$ cat src/rtl/sub16_serial.sv
// ---------------------------------------------------------------------------
// sub16_serial
//
// Bit-serial WIDTH-bit subtractor computing in1 - in2 with one full-adder
// slice that is reused over WIDTH cycles. It produces the same status flags
// as the parallel carry-lookahead adder (borrow, zero, parity, sign,
// overflow), so a controller can take flags from either unit.
//
// Optional feature macro: SUB16_ADDMODE_EN
//   When defined, an extra 'op' input selects add (op=1) or subtract (op=0).
//   In add mode 'borrow' reports the plain carry-out.
//
// Ports:
//   clk       in   rising-edge clock
//   rst       in   synchronous active-high reset
//   start     in   request, honoured only in IDLE or DONE
//   op        in   (SUB16_ADDMODE_EN only) 1 = add, 0 = subtract
//   in1       in   minuend, captured on the accepting edge
//   in2       in   subtrahend, captured on the accepting edge
//   busy      out  high while the serial computation runs
//   done      out  one-cycle pulse, results valid from this cycle on
//   diff      out  in1 - in2 mod 2^WIDTH
//   borrow    out  1 when unsigned in1 < in2
//   parity    out  XOR of all diff bits
//   overflow  out  signed overflow of the operation
//   zero      out  diff == 0
//   sign      out  diff MSB
// ---------------------------------------------------------------------------
module sub16_serial #(
  parameter int WIDTH = 16
) (
  input  logic             clk,
  input  logic             rst,
  input  logic             start,
`ifdef SUB16_ADDMODE_EN
  input  logic             op,
`endif
  input  logic [WIDTH-1:0] in1,
  input  logic [WIDTH-1:0] in2,
  output logic             busy,
  output logic             done,
  output logic [WIDTH-1:0] diff,
  output logic             borrow,
  output logic             parity,
  output logic             overflow,
  output logic             zero,
  output logic             sign
);

  localparam int CW = (WIDTH > 1) ? $clog2(WIDTH) : 1;

  typedef enum logic [1:0] {
    IDLE,
    RUN,
    DONE
  } state_t;

  state_t state;
  state_t state_next;

  logic [WIDTH-1:0] a_reg;
  logic [WIDTH-1:0] b_reg;
  logic [WIDTH-2:0] r_reg;
  logic             carry;
  logic [CW-1:0]    count;
  logic             a_msb;
  logic             b_msb;
`ifdef SUB16_ADDMODE_EN
  logic             op_reg;
`endif

  logic             accept;
  logic             last_slice;
  logic             slice_sum;
  logic             slice_carry;
  logic [WIDTH-1:0] result;
  logic             borrow_next;
  logic             overflow_next;

  // A new operation is taken only while not computing, so a start pulse
  // during RUN is simply dropped.
  assign accept     = start && ((state == IDLE) || (state == DONE));
  assign last_slice = (state == RUN) && (count == CW'(WIDTH - 1));

  // The single full-adder slice working on the current LSBs.
  assign slice_sum   = a_reg[0] ^ b_reg[0] ^ carry;
  assign slice_carry = (a_reg[0] & b_reg[0]) | (a_reg[0] & carry) | (b_reg[0] & carry);

  // Sum bits enter at the top and drift down, so after the last slice the
  // earliest (least significant) sum bit sits at bit 0.
  assign result = {slice_sum, r_reg};

  assign busy = (state == RUN);
  assign done = (state == DONE);

  // Flag selection at completion. Subtraction adds ~in2 + 1, so a missing
  // carry-out means a borrow; overflow uses the original in2 MSB.
  always_comb begin
    borrow_next   = ~slice_carry;
    overflow_next = (a_msb ^ b_msb) & (slice_sum ^ a_msb);
`ifdef SUB16_ADDMODE_EN
    if (op_reg) begin
      borrow_next   = slice_carry;
      overflow_next = ~(a_msb ^ b_msb) & (slice_sum ^ a_msb);
    end
`endif
  end

  // State register.
  always_ff @(posedge clk) begin
    if (rst) begin
      state <= IDLE;
    end else begin
      state <= state_next;
    end
  end

  // Next-state logic: DONE falls back to IDLE unless a new request arrives,
  // which allows back-to-back operations without an idle cycle.
  always_comb begin
    state_next = state;
    case (state)
      IDLE:    if (start) state_next = RUN;
      RUN:     if (last_slice) state_next = DONE;
      DONE:    state_next = start ? RUN : IDLE;
      default: state_next = IDLE;
    endcase
  end

  // Serial datapath: operand shift registers, carry, slice counter and the
  // registered result/flags, which only change on the completion edge.
  always_ff @(posedge clk) begin
    if (rst) begin
      a_reg    <= '0;
      b_reg    <= '0;
      r_reg    <= '0;
      carry    <= 1'b0;
      count    <= '0;
      a_msb    <= 1'b0;
      b_msb    <= 1'b0;
`ifdef SUB16_ADDMODE_EN
      op_reg   <= 1'b0;
`endif
      diff     <= '0;
      borrow   <= 1'b0;
      parity   <= 1'b0;
      overflow <= 1'b0;
      zero     <= 1'b0;
      sign     <= 1'b0;
    end else if (accept) begin
      a_reg <= in1;
      count <= '0;
      a_msb <= in1[WIDTH-1];
      b_msb <= in2[WIDTH-1];
`ifdef SUB16_ADDMODE_EN
      op_reg <= op;
      b_reg  <= op ? in2 : ~in2;
      carry  <= ~op;
`else
      b_reg <= ~in2;
      carry <= 1'b1;
`endif
    end else if (state == RUN) begin
      a_reg <= {1'b0, a_reg[WIDTH-1:1]};
      b_reg <= {1'b0, b_reg[WIDTH-1:1]};
      r_reg <= result[WIDTH-1:1];
      carry <= slice_carry;
      count <= count + 1'b1;
      if (last_slice) begin
        diff     <= result;
        borrow   <= borrow_next;
        overflow <= overflow_next;
        parity   <= ^result;
        zero     <= (result == '0);
        sign     <= result[WIDTH-1];
      end
    end
  end

endmodule

$ cat config.mk
export PLATFORM = sky130hd
export DESIGN_NAME = sub16_serial
export DESIGN_NICKNAME = d
export VERILOG_FILES = /design/src/rtl/sub16_serial.sv
export SDC_FILE = /design/constraint.sdc
export NUM_CORES = 1
export LEC_CHECK = 0
export CAP_MARGIN = 20
export CORE_AREA = 5 5 86 168
export CTS_CLUSTER_DIAMETER = 50
export DETAILED_ROUTE_END_ITERATION = 10
export DIE_AREA = 0 0 91 173
export PLACE_DENSITY = 0.44
export SLEW_MARGIN = 30
export SYNTH_ARGS = -nofsm -noshare
export SYNTH_HDL_FRONTEND = slang
export SYNTH_SLANG_ARGS = --single-unit
$ cat constraint.sdc
create_clock -name clk -period 3 [get_ports clk]
set_input_delay 0.6 -clock clk [delete_from_list [all_inputs] [get_ports clk]]
set_output_delay 0.6 -clock clk [all_outputs]
set_load 0.03 [all_outputs]
# After elaboration in Yosys (flattened, before gate mapping)
# Index checks and enable logic that the tools add are counted.
# op_classes
addsub	1
reduce_logical	11
mux	10
n_bitwise	13
n_eq_ne	5
# ops
operator	n
$mux W16	4
$logic_not A16 Y1	1
$not A16 Y16	1
$reduce_xor A16 Y1	1
$pmux W2 S3	1
$add A4 B1 Y4 const B	1
$and A1 B1 Y1	4
$eq A4 B4 Y1 const B	1
$mux W2	2
$reduce_and A2 Y1	2
$xor A1 B1 Y1	4
$mux W1	3
$reduce_and A3 Y1	1
$eq A2 B1 Y1 const B	1
$eq A2 B2 Y1 const B	1
$logic_and A1 B1 Y1	2
$logic_not A2 Y1	1
$ne A2 B1 Y1 const B	1
$ne A2 B2 Y1 const B	1
$not A1 Y1	2
$or A1 B1 Y1	2
$reduce_bool A2 Y1	1
$reduce_or A2 Y1	1
$logic_or A1 B1 Y1	1
# word_totals
ff_bits	77
in_bits	35
elab_cells	54

# Longest topological paths before layout
# Gate-level depths: netlist of run 1.
# depth
word_depth	5
ltp_mapped	7

# Worst setup path after synthesis of run 1
# No wires, ideal clock.
# synth_timing
path_type	reg2reg
startpoint	register a_reg[0]
endpoint	register parity
period_less_slack_ns	1.640
setup_slack_ns	1.360
path_stages_with_launch	7
setup_ns	0.134
n_path_buf	0
arrival_time_ns	1.505
cell_sequence	dfxtp_1 -> inv_1 -> fa_1 -> xnor2_1 -> xnor2_1 -> xnor2_1 -> a211oi_2
# synth_via
elab_chain_len	3
# synth_rtl
item	line	rtl
from (decl)	61	logic [WIDTH-1:0] a_reg;
from (signal assigned)	151	a_reg <= in1;
from (signal assigned)	164	a_reg <= {1'b0, a_reg[WIDTH-1:1]};
$xor A1 B1 Y1 (2 in a row)	86	assign slice_sum = a_reg[0] ^ b_reg[0] ^ carry;
$reduce_xor A16 Y1	173	parity <= ^result;
to (signal assigned)	173	
to (decl)	44	output logic parity,
# No other way between the ends.
# A chain may end at the register's enable or synchronous reset.

# Worst setup path after layout of run 1
# layout_timing
startpoint	register state[0]
endpoint	output port done
# layout_via
elab_chain_len	1
# layout_rtl
item	line	rtl
from (decl)	58	state_t state;
from (signal assigned)	114	state <= state_next;
$eq A2 B2 Y1	94	assign done = (state == DONE);
to (decl)	41	output logic done,
# No other way between the ends.

==> impl_metrics.yaml, run 1 <==
status:
  status: "complete, no violations"
clock_tree:
  cts_max_path_buffers: 2
  cts_max_level: 3
  cts_sinks: 76
  cts_setup_buffers: 0
  tritoncts: "yes"
  cts.clk_slew.worst_paths_ns: 0.06
  numCtsBuffers: 9
  cts_resized: 0
  worst_skew_pair.late_latency_ns: 0.33
  cts-root-buf: "clkbuf_16"
  postCtsHoldBufs: 0
cells_and_area:
  layout.nets: 472
  nFillCells: 1398
  final_cell_mix: "nand2_1, dfxtp_1, clkdlybuf4s50_1, a21oi_1, nor2_1"
  finalNonFillerCells: 585
  final_common_cell: "nand2_1"
  final_core_util: 0.3197
  final_layout_size_suffix_gt1_frac: 0.07852
  seqCellArea_mm2: 0.001521
  multi_input_area_mm2: 0.001410
  area_delta_synth_final_pct: 30.22
  n_antenna_cell: 0
floorplanning:
  rows: 59
  io-pin-count: 58
  start_util: 0.2455
  die_area_mm2: 0.01574
  core_mm2: 0.01292
  die_h_um: 173
  die-width_um: 91
synthesis:
  synthDominantAreaCellType: "dfxtp_1"
  ys_ff_latch: 76
  synth_cells: 382
  yosys.cell_types.count: 34
  seq_area_frac_synth: 0.4797
  syn_area_mm2: 0.003172
  synthTopCellsByArea: "dfxtp_1, nand2_1, a21oi_1"
  synth_top_area_share: 0.4797
  synth_warnings: 0
  synthesis.nets: 426
  synth.avg_cell_area_um2: 8.303
power:
  pwr-share-clk: 0.447
  combPwrFrac: 0.107
  ir_worst_vdd_mv: 0.2603
  sw_frac_of_total: 0.2441
  intPower_mw: 1.842
  power_frac_seq: 0.445
  leakage_nw: 1.453
  p_sw_uw: 594.9
  powerDensity_mw_per_mm2: 590.0
worst_setup_path:
  crit_family: "buffers and inverters"
  worstPathCellList: "nor2b_1 -> clkdlybuf4s50_1"
  arrival_ns: 1.50
  rr_startpoint: "r_reg[2]"
  ff2ff_path_depth: 6
  r2r_end: "parity"
  critPathLaunchType: "flip-flop"
  crit_fanout: 4
  cp-end-kind: "output pin"
  crit_buf_inv: 1
  criticalPathCategory: "reg2out"
  ff2ff_setup_slack_ns: 1.19
  max_stage_delay_ns: 0.68
  critical-path-slowest-cell: "clkdlybuf4s50_1"
  cp.required_ns: 2.40
placement:
  place.gp.congestion: 0.7236
  dp_hpwl_um: 5833
  port_buffers: 57
  place_inst: 569
route:
  vias_per_cell: 4.509
  routed_wl_um: 8165
  drt_iter0_markers: 90
  drtAntennaViolNets: 0
  first_pass_iters: 4
  route.vias.total: 2638
  wl_per_cell_um: 13.96
  drc_errors: 0
sta:
  skew_ns: 0.007769
  period_share: 0.6992
  relSlewSlack: 0.5226
  timing.fmax_mhz: 476.7
  slew_violations: 0
  rsz0062_at_grt: "false"
  fin_setup_tns_ns: 0
  finalCriticalPeriod_ns: 2.098
  worst_slew_pin_slew_ns: 0.7161
  final_hold_viol_count: 0
  setup_viol: 0
grt:
  grt_pass1_wl_um: 13290
  overflow: 0
  grt_pass1_vias: 2633
  grt_max_degree: 48
  grt_usage: 0.1067
  antenna_found_initial: 0
min_path:
  hold_path_end: "zero"
  hp-start: "zero"
  min_path_cells: 2
  hold_class: "reg2reg"
flow_run:
  maxCapViolations: 0
-- metal layers --
| metal | GRT usage | vias up | part of all wire |
|---|---|---|---|
| met1 | 0.1081 | 1222 | 0.38 |
| met3 | 0.02609 | 9 | 0.032 |
| met4 | 0.04774 | 0 | 0.019 |
| met5 | 0 | - | 0 |
| met2 | 0.2000 | 40 | 0.57 |
| li1 | - | 1367 | - |
-- synth_stat cells --
cell and n:
nand2_1 101, dfxtp_1 76, a21oi_1 43, nor2_1 30, inv_1 17, nor3_1 13
buf_2 11, a211oi_1 8, and3_1 8, ha_1 8, o22ai_1 8, clkbuf_1 7
xnor2_1 6, a311oi_1 5, buf_4 5, a211oi_2 4, buf_6 4, o221a_2 4
a221oi_1 3, xor2_1 3, a22oi_1 2, nand2b_1 2, nand4_1 2, nor2b_1 2
buf_1 1, fa_1 1, inv_6 1, mux2i_1 1, nand3_1 1, nor2_2 1
nor4_1 1, o21ai_0 1, or2_1 1, xnor3_1 1
-- worst register-to-register path, cell delays in order (launching register included) --
cell and delay [ns]:
dfxtp_1 0.37, inv_1 0.07, ha_1 0.30, xor2_1 0.20, xnor3_1 0.43, xnor2_1 0.16
a211oi_2 0.21
-- power by group through the flow --
stage          clock [mW]  sequential (mW)  combinational (mW)
2_1_floorplan           0             1.10               0.180
3_3_place_gp            0             1.11               0.265
3_5_place_dp            0             1.11               0.267
5_1_grt              1.16             1.09               0.294
6_report             1.09             1.08               0.262
4_1_cts              1.12             1.09               0.268
-- worst max-delay path by stage --
stage / start / end / slack, ns / cells past startpoint
final: state[0] / done / 0.90 / 2
after global routing: state[0] / done / 0.82 / 2
after CTS: state[0] / done / 0.87 / 2
after detailed placement: start / b_reg[5] / 0.85 / 6
after global placement: start / b_reg[6] / 0.86 / 6
after floorplan: a_reg[0] / parity / 1.36 / 6
-- layout make-up --
| class | instances | share of cell area |
|---|---|---|
| inverter | 18 | 0.01757 |
| multi-input combinational | 260 | 0.3414 |
| clock buffer | 10 | 0.05786 |
| sequential | 76 | 0.3684 |
| clock inverter | 6 | 0.01545 |
| timing repair buffer | 63 | 0.1533 |
| tap | 152 | 0.04605 |
-- metrics by stage --
step                      hold WS [ns]  power (mW)  area [um2]  setup WS [ns]
after floorplan                 0.4363       1.279        3172          1.360
after global placement          0.4444       1.372        3827         0.8571
after detailed placement        0.4471       1.375        3827         0.8474
after CTS                       0.4551       2.479        4130         0.8653
after global routing            0.4654       2.544        4130         0.8186
final                           0.4500       2.437        4130         0.9024
-- kinds of logic (layout without fill, tap and decap cells) --
| group | after synthesis | after routing | share of synthesized area |
|---|---|---|---|
| DFF | 76 | 76 | 0.4797 |
| adders and majority gates | 9 | 9 | 0.03787 |
| AOI/OAI and AO/OA | 78 | 78 | 0.1609 |
| and+or+nand+nor | 162 | 162 | 0.2107 |
| muxes | 1 | 1 | 0.003156 |
| buffers and inverters | 46 | 97 | 0.07574 |
| xor gates and xnor gates | 10 | 10 | 0.03195 |
Power figures use the tool's default switching activity.
==> inputs of run 2 (changes only) <==
--- a/config.mk
+++ b/config.mk
@@ -10,7 +10,7 @@
 export CTS_CLUSTER_DIAMETER = 50
 export DETAILED_ROUTE_END_ITERATION = 10
 export DIE_AREA = 0 0 91 173
-export PLACE_DENSITY = 0.44
+export PLACE_DENSITY = 0.46
 export SLEW_MARGIN = 30
 export SYNTH_ARGS = -nofsm -noshare
 export SYNTH_HDL_FRONTEND = slang
==> constraint.sdc (replaced) <==
create_clock -name clk -period 1.85 [get_ports clk]
set_input_delay 0.37 -clock clk [delete_from_list [all_inputs] [get_ports clk]]
set_output_delay 0.37 -clock clk [all_outputs]
set_load 0.03 [all_outputs]
==> impl_metrics.yaml, run 2 (synthesis gave the netlist of run 1 again) <==
status:
  status: "complete, no violations"
worst_setup_path:
  worst-path-stages: 3
  cp-endpoint: "busy"
  ff2ff_setup_slack_ns: 0.12
  criticalPathCategory: "reg2out"
  critical-path-slowest-cell: "dfxtp_1"
  critPathLaunchType: "flip-flop"
  r2r_end: "parity"
  cp-end-kind: "output pin"
  arrival_ns: 1.40
  max_stage_delay_ns: 0.40
  worstPathCellList: "nand2b_1 -> bufinv_16 -> buf_12"
  startpoint: "state[0]"
  crit_buf_inv: 2
  crit_fanout: 33
  crit_family: "buffers and inverters"
  cp.required_ns: 1.48
  rr_startpoint: "r_reg[2]"
  ff2ff_path_depth: 6
route:
  drt_iter0_markers: 110
  routed_wl_um: 8440
  vias_per_cell: 4.611
  drtAntennaViolNets: 0
  route.vias.total: 2748
  drc_errors: 0
  first_pass_iters: 5
  wl_per_cell_um: 14.16
grt:
  grt_pass1_wl_um: 13680
  grt_usage: 0.1091
  grt_pass1_vias: 2743
  grt_max_degree: 77
  overflow: 0
  antenna_found_initial: 0
clock_tree:
  worst_skew_pair.late_latency_ns: 0.34
  tritoncts: "yes"
  cts_setup_buffers: 0
  numCtsBuffers: 9
  cts_max_level: 3
  cts-root-buf: "clkbuf_16"
  cts_max_path_buffers: 2
  cts.clk_slew.worst_paths_ns: 0.06
  cts_sinks: 76
power:
  powerDensity_mw_per_mm2: 939.8
  ir_worst_vdd_mv: 0.6851
  leakage_nw: 1.526
floorplanning:
  io-pin-count: 58
  rows: 59
  start_util: 0.2455
  die-width_um: 91
  core_mm2: 0.01292
  die_area_mm2: 0.01574
  die_h_um: 173
cells_and_area:
  area_delta_synth_final_pct: 33.81
  layout.nets: 483
  nFillCells: 1335
  final_common_cell: "nand2_1"
  n_antenna_cell: 0
  final_cell_mix: "nand2_1, dfxtp_1, clkdlybuf4s50_1, a21oi_1, nor2_1"
  final_layout_size_suffix_gt1_frac: 0.1014
sta:
  relSlewSlack: 0.6713
  fin_hold_ws_ns: 0.4508
  rsz0062_at_grt: "false"
  setup_viol: 0
  slew_violations: 0
  final_hold_viol_count: 0
  period_share: 0.9542
  skew_ns: 0.007250
  worst_slew_pin_slew_ns: 0.4912
  fin_setup_tns_ns: 0
  timing.fmax_mhz: 566.5
  finalCriticalPeriod_ns: 1.765
placement:
  dp_hpwl_um: 5919
  place.gp.congestion: 0.7481
  port_buffers: 57
min_path:
  min_path_cells: 2
  hp-start: "diff[10]"
  hold_class: "reg2reg"
flow_run:
  maxCapViolations: 0
[run 2: cell types whose count changed in the layout (fill, tap and decap cells not counted), sizes merged]
cell           change
buf               +11
bufinv             +1
clkbuf             -1
clkdlybuf4s50      -1
dlygate4sd2        +1
[run 2: layout make-up]
class                   instances  area, um2  area share
repair buffers                 74      726.9      0.1713
inverters                      18      93.84     0.02211
clock buffers                   9      225.2     0.05307
multi-input cells             260       1410      0.3323
flip-flops and latches         76       1521      0.3585
clock inverters                 7      76.32     0.01798
well taps                     152      190.2     0.04481
[run 2: worst min path at each step]
stage,endpoint,slack [ns]
3_5_place_dp,diff[10],0.45
6_report,diff[10],0.45
3_3_place_gp,zero,0.44
5_1_grt,diff[10],0.47
2_1_floorplan,a_reg[0],0.44
4_1_cts,diff[10],0.45
[run 2: metrics by stage]
| step | setup slack, ns | power [mW] | utilization | std cells | area [um2] |
|---|---|---|---|---|---|
| after floorplan | 0.2102 | 2.073 | - | 382 | 3172 |
| after global placement | 0.1615 | 2.244 | 0.3036 | 580 | 3923 |
| after detailed placement | 0.1217 | 2.251 | 0.3036 | 580 | 3923 |
| after CTS | 0.05617 | 4.040 | 0.3269 | 596 | 4223 |
| after global routing | 0.004162 | 4.164 | 0.3285 | 596 | 4244 |
| final | 0.08470 | 3.988 | 0.3285 | 596 | 4244 |
[run 2: routing by layer]
metal | global-route usage | part of all wire | wire (um)
met1 | 0.1113 | 0.38 | 3184
met5 | 0 | 0 | 0
met2 | 0.2030 | 0.56 | 4743
met4 | 0.05080 | 0.022 | 187
met3 | 0.02609 | 0.039 | 325
[run 2: worst register-to-register path: cells and delay by family, from the launching register on]
family | cells | cell delay, ns
buffers and inverters | 1 | 0.05
AOI/OAI and AO/OA | 1 | 0.20
xor gates and xnor gates | 3 | 0.77
DFF | 1 | 0.34
adders and majority gates | 1 | 0.30
[run 2: power by group]
group          internal [mW]  total (mW)  switching [mW]
sequential              1.71        1.76          0.0478
clock                   1.05        1.77           0.718
combinational          0.223       0.459           0.236
total                   2.99        3.99            1.00
[run 2: repair_timing]
action                                  CTS  global route
endpoints found under the hold margin     0             0
gates resized for setup                   1             3
hold buffers                              0             0
endpoints found under the setup margin    1             1
==> inputs of run 3 (changes only) <==
--- a/config.mk
+++ b/config.mk
@@ -6,11 +6,10 @@
 export NUM_CORES = 1
 export LEC_CHECK = 0
 export CAP_MARGIN = 20
-export CORE_AREA = 5 5 86 168
+export CORE_AREA = 5 5 119 121
 export CTS_CLUSTER_DIAMETER = 50
 export DETAILED_ROUTE_END_ITERATION = 10
-export DIE_AREA = 0 0 91 173
-export PLACE_DENSITY = 0.46
+export DIE_AREA = 0 0 124 126
 export SLEW_MARGIN = 30
 export SYNTH_ARGS = -nofsm -noshare
 export SYNTH_HDL_FRONTEND = slang
==> impl_metrics.yaml, run 3 (synthesis gave the netlist of run 1 again) <==
status:
  status: "complete, no violations"
clock_tree:
  cts_sinks: 76
  cts_max_level: 3
  cts-root-buf: "clkbuf_16"
  numCtsBuffers: 9
  cts_max_path_buffers: 2
  worst_skew_pair.late_latency_ns: 0.33
  postCtsHoldBufs: 0
  tritoncts: "yes"
  cts.clk_slew.worst_paths_ns: 0.06
  cts_setup_buffers: 0
power:
  leakage_nw: 1.517
  intPower_mw: 3.259
  pwr-share-clk: 0.475
  sw_frac_of_total: 0.2206
  combPwrFrac: 0.104
  powerDensity_mw_per_mm2: 986.3
  ir_worst_vdd_mv: 0.5833
  power_frac_seq: 0.421
  p_sw_uw: 922.6
sta:
  worst_slew_pin_slew_ns: 0.5563
  final_hold_viol_count: 0
  period_share: 0.9475
  fin_hold_ws_ns: 0.4497
  setup_viol: 0
  finalCriticalPeriod_ns: 1.753
  slew_violations: 0
  fin_setup_tns_ns: 0
  rsz0062_at_grt: "false"
  relSlewSlack: 0.6278
  skew_ns: 0.005203
  timing.fmax_mhz: 570.5
cells_and_area:
  final_core_util: 0.3267
  final_common_cell: "nand2_1"
  area_delta_synth_final_pct: 33.69
  final_layout_size_suffix_gt1_frac: 0.09751
  final_cell_mix: "nand2_1, dfxtp_1, clkdlybuf4s50_1, a21oi_1, nor2_1"
  n_antenna_cell: 0
  layout.nets: 481
grt:
  grt_usage: 0.1026
  grt_pass1_wl_um: 12590
  overflow: 0
  grt_max_degree: 43
  antenna_found_initial: 0
  grt_pass1_vias: 2592
worst_setup_path:
  critPathLaunchType: "flip-flop"
  cp-end-kind: "output pin"
  cp.required_ns: 1.48
  crit_fanout: 26
  arrival_ns: 1.38
  criticalPathCategory: "reg2out"
floorplanning:
  die_area_mm2: 0.01562
  die-width_um: 124
  rows: 42
  die_h_um: 126
  io-pin-count: 58
  start_util: 0.2444
  core_mm2: 0.01298
route:
  vias_per_cell: 4.400
  drt_iter0_markers: 178
  first_pass_iters: 4
  routed_wl_um: 7525
  drc_errors: 0
  wl_per_cell_um: 12.20
  route.vias.total: 2715
  drtAntennaViolNets: 0
flow_run:
  maxCapViolations: 0
placement:
  place.gp.congestion: 0.7748
  port_buffers: 57
  dp_hpwl_um: 5392
min_path:
  hold_class: "reg2reg"
==> run 3: changes by cell type in the layout (fill, tap and decap cells not counted) <==
| cell | delta |
|---|---|
| clkinvlp_4 | -2 |
| clkinv_4 | -2 |
| buf_4 | +1 |
| buf_12 | -3 |
| bufinv_16 | +1 |
| clkbuf_8 | +1 |
| clkinv_2 | +1 |
| nand2b_1 | -1 |
| nand2b_2 | +1 |
==> run 3: critical path, stage by stage, from the launching register on <==
cell      delay (ns)
dfxtp_1         0.43
nand2b_2        0.18
inv_6           0.23
buf_4           0.21
==> run 3: power by group through the flow <==
stage | registers, mW | clock network [mW] | logic (mW)
2_1_floorplan | 1.78 | 0 | 0.292
3_3_place_gp | 1.79 | 0 | 0.427
3_5_place_dp | 1.79 | 0 | 0.436
4_1_cts | 1.76 | 2.04 | 0.440
5_1_grt | 1.77 | 2.13 | 0.488
6_report | 1.76 | 1.99 | 0.434
==> run 3: path summary, 6_finish.rpt <==
path | depth (start not counted) | slack [ns] | to | from
max | 3 | 0.1 | busy | state[0]
min | 2 | 0.45 | diff[2] | diff[2]
max reg2reg | 6 | 0.15 | parity | r_reg[2]
min reg2reg | 2 | 0.45 | diff[2] | diff[2]
==> run 3: area by class of cell <==
cell class / instances / area (um2)
Clock buffer: 10 / 239.0
Clock inverter: 5 / 100.1
Fill cell: 1397 / 8740
Inverter: 18 / 72.57
Multi-Input combinational cell: 260 / 1413
Sequential cell: 76 / 1521
Tap cell: 176 / 220.2
Timing Repair Buffer: 72 / 674.4
==> run 3: through the flow <==
stage | setup slack [ns] | cells | instance area (um2) | power (mW)
after floorplan | 0.2102 | 382 | 3172 | 2.073
after global routing | 0.01542 | 617 | 4240 | 4.383
after CTS | 0.06674 | 617 | 4240 | 4.235
after detailed placement | 0.1081 | 602 | 3902 | 2.231
final | 0.09707 | 617 | 4240 | 4.182
after global placement | 0.09058 | 602 | 3902 | 2.220
==> run 3: timing repair <==
item	CTS	global route
setup endpoints to repair	1	0
endpoints found under the hold margin	0	0
gates resized for setup	1	0
==> run 3: metal layers <==
layer	part of all wire	GRT usage	routed length, um	vias to the layer above
li1	-	-	-	1386
met2	0.47	0.1610	3564	65
met5	0	0	0	-
met4	0.018	0.03737	133	0
met1	0.45	0.1296	3420	1253
met3	0.054	0.03587	407	11
